<file path="src/rtl/canonical_huffman_decoder.sv">
// Bit-serial canonical Huffman decoder: builds count/offset/order tables from a
// per-symbol code-length table, then decodes one stream bit per cycle.
`timescale 1ns/1ps
module canonical_huffman_decoder #(
    parameter int unsigned SYMBOL_WIDTH = 5,
    parameter int unsigned NUM_CELLS    = 16,
    parameter int unsigned LEN_WIDTH    = 4
) (
    input  logic                           clk,
    input  logic                           reset,
    input  logic [NUM_CELLS*LEN_WIDTH-1:0] code_lengths,
    input  logic                           table_load,
    output logic                           table_ready,
    input  logic                           bit_in,
    input  logic                           bit_valid,
    output logic                           bit_ready,
    output logic [SYMBOL_WIDTH-1:0]        symbol_out,
    output logic [LEN_WIDTH-1:0]           length_out,
    output logic                           symbol_valid,
    input  logic                           symbol_ready,
    output logic                           decode_error
);

    localparam int unsigned MAX_LEN = (1 << LEN_WIDTH) - 1;
    localparam int unsigned CODE_W  = MAX_LEN + 1;
    localparam int unsigned CNT_W   = SYMBOL_WIDTH + 1;
    localparam int unsigned IDX_W   = (NUM_CELLS > 1) ? $clog2(NUM_CELLS) : 1;

    typedef enum logic [2:0] {
        StIdle, StBuildCount, StBuildOffset, StBuildPlace, StDecode, StOutput
    } state_e;

    state_e                  state_q, state_d;
    logic [LEN_WIDTH-1:0]    len_q   [NUM_CELLS];
    logic [CNT_W-1:0]        cnt_q   [MAX_LEN+1];
    logic [CNT_W-1:0]        offs_q  [MAX_LEN+1];
    logic [CNT_W-1:0]        offs_next [MAX_LEN+1];
    logic [SYMBOL_WIDTH-1:0] order_q [NUM_CELLS];
    logic [IDX_W-1:0]        sidx_q;
    logic [CODE_W-1:0]       code_q, first_q, index_q;
    logic [LEN_WIDTH-1:0]    cur_len_q;
    logic [SYMBOL_WIDTH-1:0] sym_q;
    logic [LEN_WIDTH-1:0]    slen_q;
    logic                    err_q;

    logic [CODE_W-1:0]    cur_cnt, c, diff;
    logic [LEN_WIDTH-1:0] build_len;
    logic                 hit, accept, last_len, last_sym, load_take;

    assign build_len = len_q[sidx_q];
    assign last_sym  = (sidx_q == IDX_W'(NUM_CELLS - 1));
    assign cur_cnt   = {{(CODE_W-CNT_W){1'b0}}, cnt_q[cur_len_q]};
    assign c         = code_q | {{(CODE_W-1){1'b0}}, bit_in};
    assign diff      = c - first_q;
    // c < first means this length's code range has been passed: no match
    assign hit       = (c >= first_q) && (diff < cur_cnt);
    assign accept    = bit_valid && bit_ready;
    assign last_len  = (cur_len_q == LEN_WIDTH'(MAX_LEN));
    assign load_take = table_load &&
                       (state_q == StIdle || state_q == StDecode || state_q == StOutput);

    always_comb begin
        for (int unsigned l = 0; l <= MAX_LEN; l++) offs_next[l] = '0;
        for (int unsigned l = 2; l <= MAX_LEN; l++) offs_next[l] = offs_next[l-1] + cnt_q[l-1];
    end

    // State register
    always_ff @(posedge clk or negedge reset) begin
        if (!reset) state_q <= StIdle;
        else        state_q <= state_d;
    end

    // Next-state logic
    always_comb begin
        state_d = state_q;
        unique case (state_q)
            StIdle:        if (table_load) state_d = StBuildCount;
            StBuildCount:  if (last_sym) state_d = StBuildOffset;
            StBuildOffset: state_d = StBuildPlace;
            StBuildPlace:  if (last_sym) state_d = StDecode;
            StDecode: begin
                if (table_load)        state_d = StBuildCount;
                else if (accept && hit) state_d = StOutput;
            end
            StOutput: begin
                if (table_load)        state_d = StBuildCount;
                else if (symbol_ready) state_d = StDecode;
            end
            default:       state_d = StIdle;
        endcase
    end

    // Outputs
    always_comb begin
        bit_ready    = 1'b0;
        symbol_valid = 1'b0;
        table_ready  = 1'b0;
        unique case (state_q)
            StDecode: begin bit_ready = 1'b1;    table_ready = 1'b1; end
            StOutput: begin symbol_valid = 1'b1; table_ready = 1'b1; end
            default: ;
        endcase
    end

    assign symbol_out   = sym_q;
    assign length_out   = slen_q;
    assign decode_error = err_q;

    always_ff @(posedge clk or negedge reset) begin
        if (!reset) begin
            for (int unsigned s = 0; s < NUM_CELLS; s++) begin
                len_q[s]   <= '0;
                order_q[s] <= '0;
            end
            for (int unsigned l = 0; l <= MAX_LEN; l++) begin
                cnt_q[l]  <= '0;
                offs_q[l] <= '0;
            end
            sidx_q    <= '0;
            code_q    <= '0;
            first_q   <= '0;
            index_q   <= '0;
            cur_len_q <= LEN_WIDTH'(1);
            sym_q     <= '0;
            slen_q    <= '0;
            err_q     <= 1'b0;
        end else begin
            err_q <= 1'b0;
            if (load_take) begin
                for (int unsigned s = 0; s < NUM_CELLS; s++)
                    len_q[s] <= code_lengths[s*LEN_WIDTH +: LEN_WIDTH];
                for (int unsigned l = 0; l <= MAX_LEN; l++) cnt_q[l] <= '0;
                sidx_q    <= '0;
                code_q    <= '0;
                first_q   <= '0;
                index_q   <= '0;
                cur_len_q <= LEN_WIDTH'(1);
            end else begin
                unique case (state_q)
                    StBuildCount: begin
                        if (build_len != '0) cnt_q[build_len] <= cnt_q[build_len] + CNT_W'(1);
                        sidx_q <= last_sym ? '0 : sidx_q + IDX_W'(1);
                    end
                    StBuildOffset: begin
                        for (int unsigned l = 0; l <= MAX_LEN; l++) offs_q[l] <= offs_next[l];
                    end
                    StBuildPlace: begin
                        if (build_len != '0) begin
                            order_q[offs_q[build_len][IDX_W-1:0]] <= SYMBOL_WIDTH'(sidx_q);
                            offs_q[build_len] <= offs_q[build_len] + CNT_W'(1);
                        end
                        sidx_q <= last_sym ? '0 : sidx_q + IDX_W'(1);
                    end
                    StDecode: begin
                        if (accept) begin
                            if (hit) begin
                                sym_q  <= order_q[IDX_W'(index_q + diff)];
                                slen_q <= cur_len_q;
                            end else if (last_len) begin
                                err_q     <= 1'b1;
                                code_q    <= '0;
                                first_q   <= '0;
                                index_q   <= '0;
                                cur_len_q <= LEN_WIDTH'(1);
                            end else begin
                                index_q   <= index_q + cur_cnt;
                                first_q   <= (first_q + cur_cnt) << 1;
                                code_q    <= c << 1;
                                cur_len_q <= cur_len_q + LEN_WIDTH'(1);
                            end
                        end
                    end
                    StOutput: begin
                        if (symbol_ready) begin
                            code_q    <= '0;
                            first_q   <= '0;
                            index_q   <= '0;
                            cur_len_q <= LEN_WIDTH'(1);
                        end
                    end
                    default: ;
                endcase
            end
        end
    end

endmodule

</file>
<file path="config.mk">
export PLATFORM = sky130hd
export DESIGN_NAME = canonical_huffman_decoder
export DESIGN_NICKNAME = d
export VERILOG_FILES = /design/src/rtl/canonical_huffman_decoder.sv
export SDC_FILE = /design/constraint.sdc
export NUM_CORES = 1
export LEC_CHECK = 0
export ABC_AREA = 1
export CORE_MARGIN = 2
export CORE_UTILIZATION = 56
export DETAILED_ROUTE_END_ITERATION = 10
export PLACE_DENSITY = 0.74
export SKIP_CTS_REPAIR_TIMING = 1
export SYNTH_ARGS = -nofsm -noshare
export SYNTH_HDL_FRONTEND = slang
export SYNTH_SLANG_ARGS = --single-unit
</file>
<file path="constraint.sdc">
create_clock -name clk -period 8.47 [get_ports clk]
set_clock_uncertainty 0.15 [all_clocks]
set_input_delay 1.694 -clock clk [delete_from_list [all_inputs] [get_ports clk]]
set_output_delay 1.694 -clock clk [all_outputs]
set_load 0.02 [all_outputs]
</file>
==> reports/metrics.cfg <==
[setup_path]
worstPathMaxFanout = 4
critical_path_required_ps = 8750
cp_data_arrival_time_ps = 8450
crit_top_cell = xnor2_2
start_kind = flip-flop
path_class = flip-flop to flip-flop
end_kind = flip-flop
critPathSlowestCell = fa_1
reg2reg_depth = 32
max_stage_delay_ps = 520

[routing]
first_pass_iters = 6
routed_wl_um = 58110
routed_via_density = 5.972
drc_errors = 0
drt-initial-drc-count = 2161
via_count = 18270
routedWlPerCell_um = 19.00
ant_nets = 0

[synthesis]
yosysSeqAreaShare_pct = 43.03
ys.flop_type = dfrtp_1
synth_edf_count = 0
synth_seq_cells = 342
async_flop_share_pct = 100.0
syn-num-nets = 2694
synth_area_leaders = dfrtp_1, nand2_1, o21ai_0
netlist.area_leader.share_pct = 42.90
synth_cell_types = 61
syn-instance-count = 2528
yosysTopAreaCell = dfrtp_1
yosysWarnings = 0
syn_avg_cell_area_um2 = 7.869
syn_area_mm2 = 0.01989

[finish]
nNetsFinal = 2734
antenna_cells = 0
final_util_pct = 63.48
area_delta_synth_final_pct = 12.69
drive_gt1_share_pct = 7.044

[cts]
numClockSinks = 342
clockBufferDepth = 3
numCtsBuffers = 40
cts.clk_slew.worst_paths_ps = 60
clock_latency_ps = 550
cts_root_buf = clkbuf_16
cts_tree = yes
cts.htree.levels = 2

[timing]
drv_slew = 0
hold_ws_ps = 314.8
period_minus_slack_ps = 8164
fin_tns_setup_ps = 0
setup-violations-final = 0
slew_headroom_pct = 11.43
worst_pin_slew_ps = 1324
period_share_pct = 96.39
hold_viol = 0
fmax_ghz = 0.1225

[floorplan]
fp-row-count = 69
initial_utilization_pct = 56.33
chipWidth_um = 192.5
io_pins = 83
dieArea_mm2 = 0.03704
core_mm2 = 0.03531
die_h_um = 192.5

[global_route]
grt_antenna_before_repair = 0
grt_pass1_vias = 17810
grt_first_pass_wirelength_um = 92850
grt_overflow_total = 0
grt_max_degree = 167
track_usage_pct = 31.87

[placement]
dp_hpwl_um = 39640
io_buffers = 81
gp_congestion = 0.9422

[hold_path]
hold_class = flip-flop to flip-flop
hold_path_depth = 2

[flow_run]
max_cap_viol_count = 0

[outcome]
status = complete, no violations

[cell usage after synthesis (3+ instances only)]
cell type / count
nand2_1: 614
dfrtp_1: 341
o21ai_0: 245
inv_1: 241
nor2_1: 232
a21oi_1: 122
o22ai_1: 113
nand3_1: 98
ha_1: 79
clkbuf_1: 64
o21ai_1: 48
a22oi_1: 45
xor2_1: 25
buf_2: 23
a31oi_1: 22
fa_1: 17
inv_2: 17
o32ai_1: 16
xnor2_1: 16
nand4_1: 14
mux2_2: 13
buf_4: 11
o211ai_1: 9
o21ai_2: 8
o221ai_1: 8
buf_6: 7
nor3_1: 7
nor2_4: 5
o2111ai_1: 5
buf_1: 4
nand3_2: 4
o22ai_2: 4
a211oi_1: 3
a21o_1: 3
a41oi_1: 3
nand2_2: 3
nand2_4: 3
nor2_2: 3
or2_2: 3
[stage by stage]
step	setup WS, ps	area (um2)	instances
final	305.7	22420	3059
after global routing	-27.55	22420	3059
after CTS	-205.0	22270	3057
after detailed placement	-144.0	20960	2985
after global placement	107.4	20960	2985
after floorplan	270.4	19890	2528
[cells by family after synthesis]
group	Yosys count	share of synthesized area (%)
adders and majority gates	96	6.680
xor gates and xnor gates	43	1.969
AOI/OAI and AO/OA	666	19.48
buffers and inverters	371	7.636
and+or+nand+nor	996	20.45
muxes	13	0.7359
other	1	0.01885
DFF	342	43.03
[final timing paths]
check	end	slack [ps]	start
worst min register to register	len_q[39]$_DFFE_PN0P_	310	len_q[39]$_DFFE_PN0P_
worst max-delay path	offs_q[3]$_DFFE_PN0P_	310	cnt_q[78]$_DFFE_PN0P_
worst min-delay path	len_q[39]$_DFFE_PN0P_	310	len_q[39]$_DFFE_PN0P_
max in group asynchronous	cnt_q[5]$_DFFE_PN0P_	5610	reset
min in group asynchronous	order_q[51]$_DFFE_PN0P_	1050	reset
worst max register to register	offs_q[3]$_DFFE_PN0P_	310	cnt_q[78]$_DFFE_PN0P_
[registers in the layout, summed over array words and instances (netlist names)]
name	count
offs_q	64
code_q	15
length_out	4
index_q	4
decode_error	1
len_q	64
symbol_out	4
order_q	64
state_q	3
first_q	15
sidx_q	4
cur_len_q	4
cnt_q	96
[critical path, delay by kind of cell, from the launching register on]
kind	cells	cell delay, ps
AOI/OAI and AO/OA	2	200
xor gates and xnor gates	12	2420
buffers and inverters	1	80
and+or+nand+nor	3	330
DFF	1	390
adders and majority gates	14	4490
[layout make-up]
cell class	instances	area, um2
inverters	262	987.2
well taps	461	576.8
multi-input cells	1815	9953
clock inverters	13	132.6
clock buffers	59	1184
flip-flops and latches	342	8559
fillers	3066	12890
repair buffers	107	1023
[routing by layer]
layer | part of all wire, % | vias to the layer above | routed length, um | global-route usage, %
li1 | - | 8577 | - | -
met1 | 43 | 8680 | 25040 | 45.17
met2 | 45 | 872 | 25970 | 49.42
met3 | 9.0 | 140 | 5217 | 5.365
met4 | 3.2 | 0 | 1883 | 11.42
met5 | 0 | - | 0 | 0
[placed cells by master, fill, tap and decap left out, drive strengths merged, types with 3 or more instances in the layout]
cell type      instances
nand2                620
dfrtp                341
o21ai                301
inv                  261
nor2                 241
a21oi                124
o22ai                117
nand3                103
clkdlybuf4s50         80
ha                    79
clkbuf                59
a22oi                 45
buf                   27
xor2                  27
a31oi                 22
fa                    17
o32ai                 16
xnor2                 16
nand4                 14
mux2                  13
clkinv                11
o211ai                 9
o221ai                 8
nor3                   7
o2111ai                5
or2                    4
a41oi                  3
a21o                   3
a211oi                 3
Power is not shown: default switching activity piles up to over one toggle a cycle in this logic, so the estimate is an artifact.
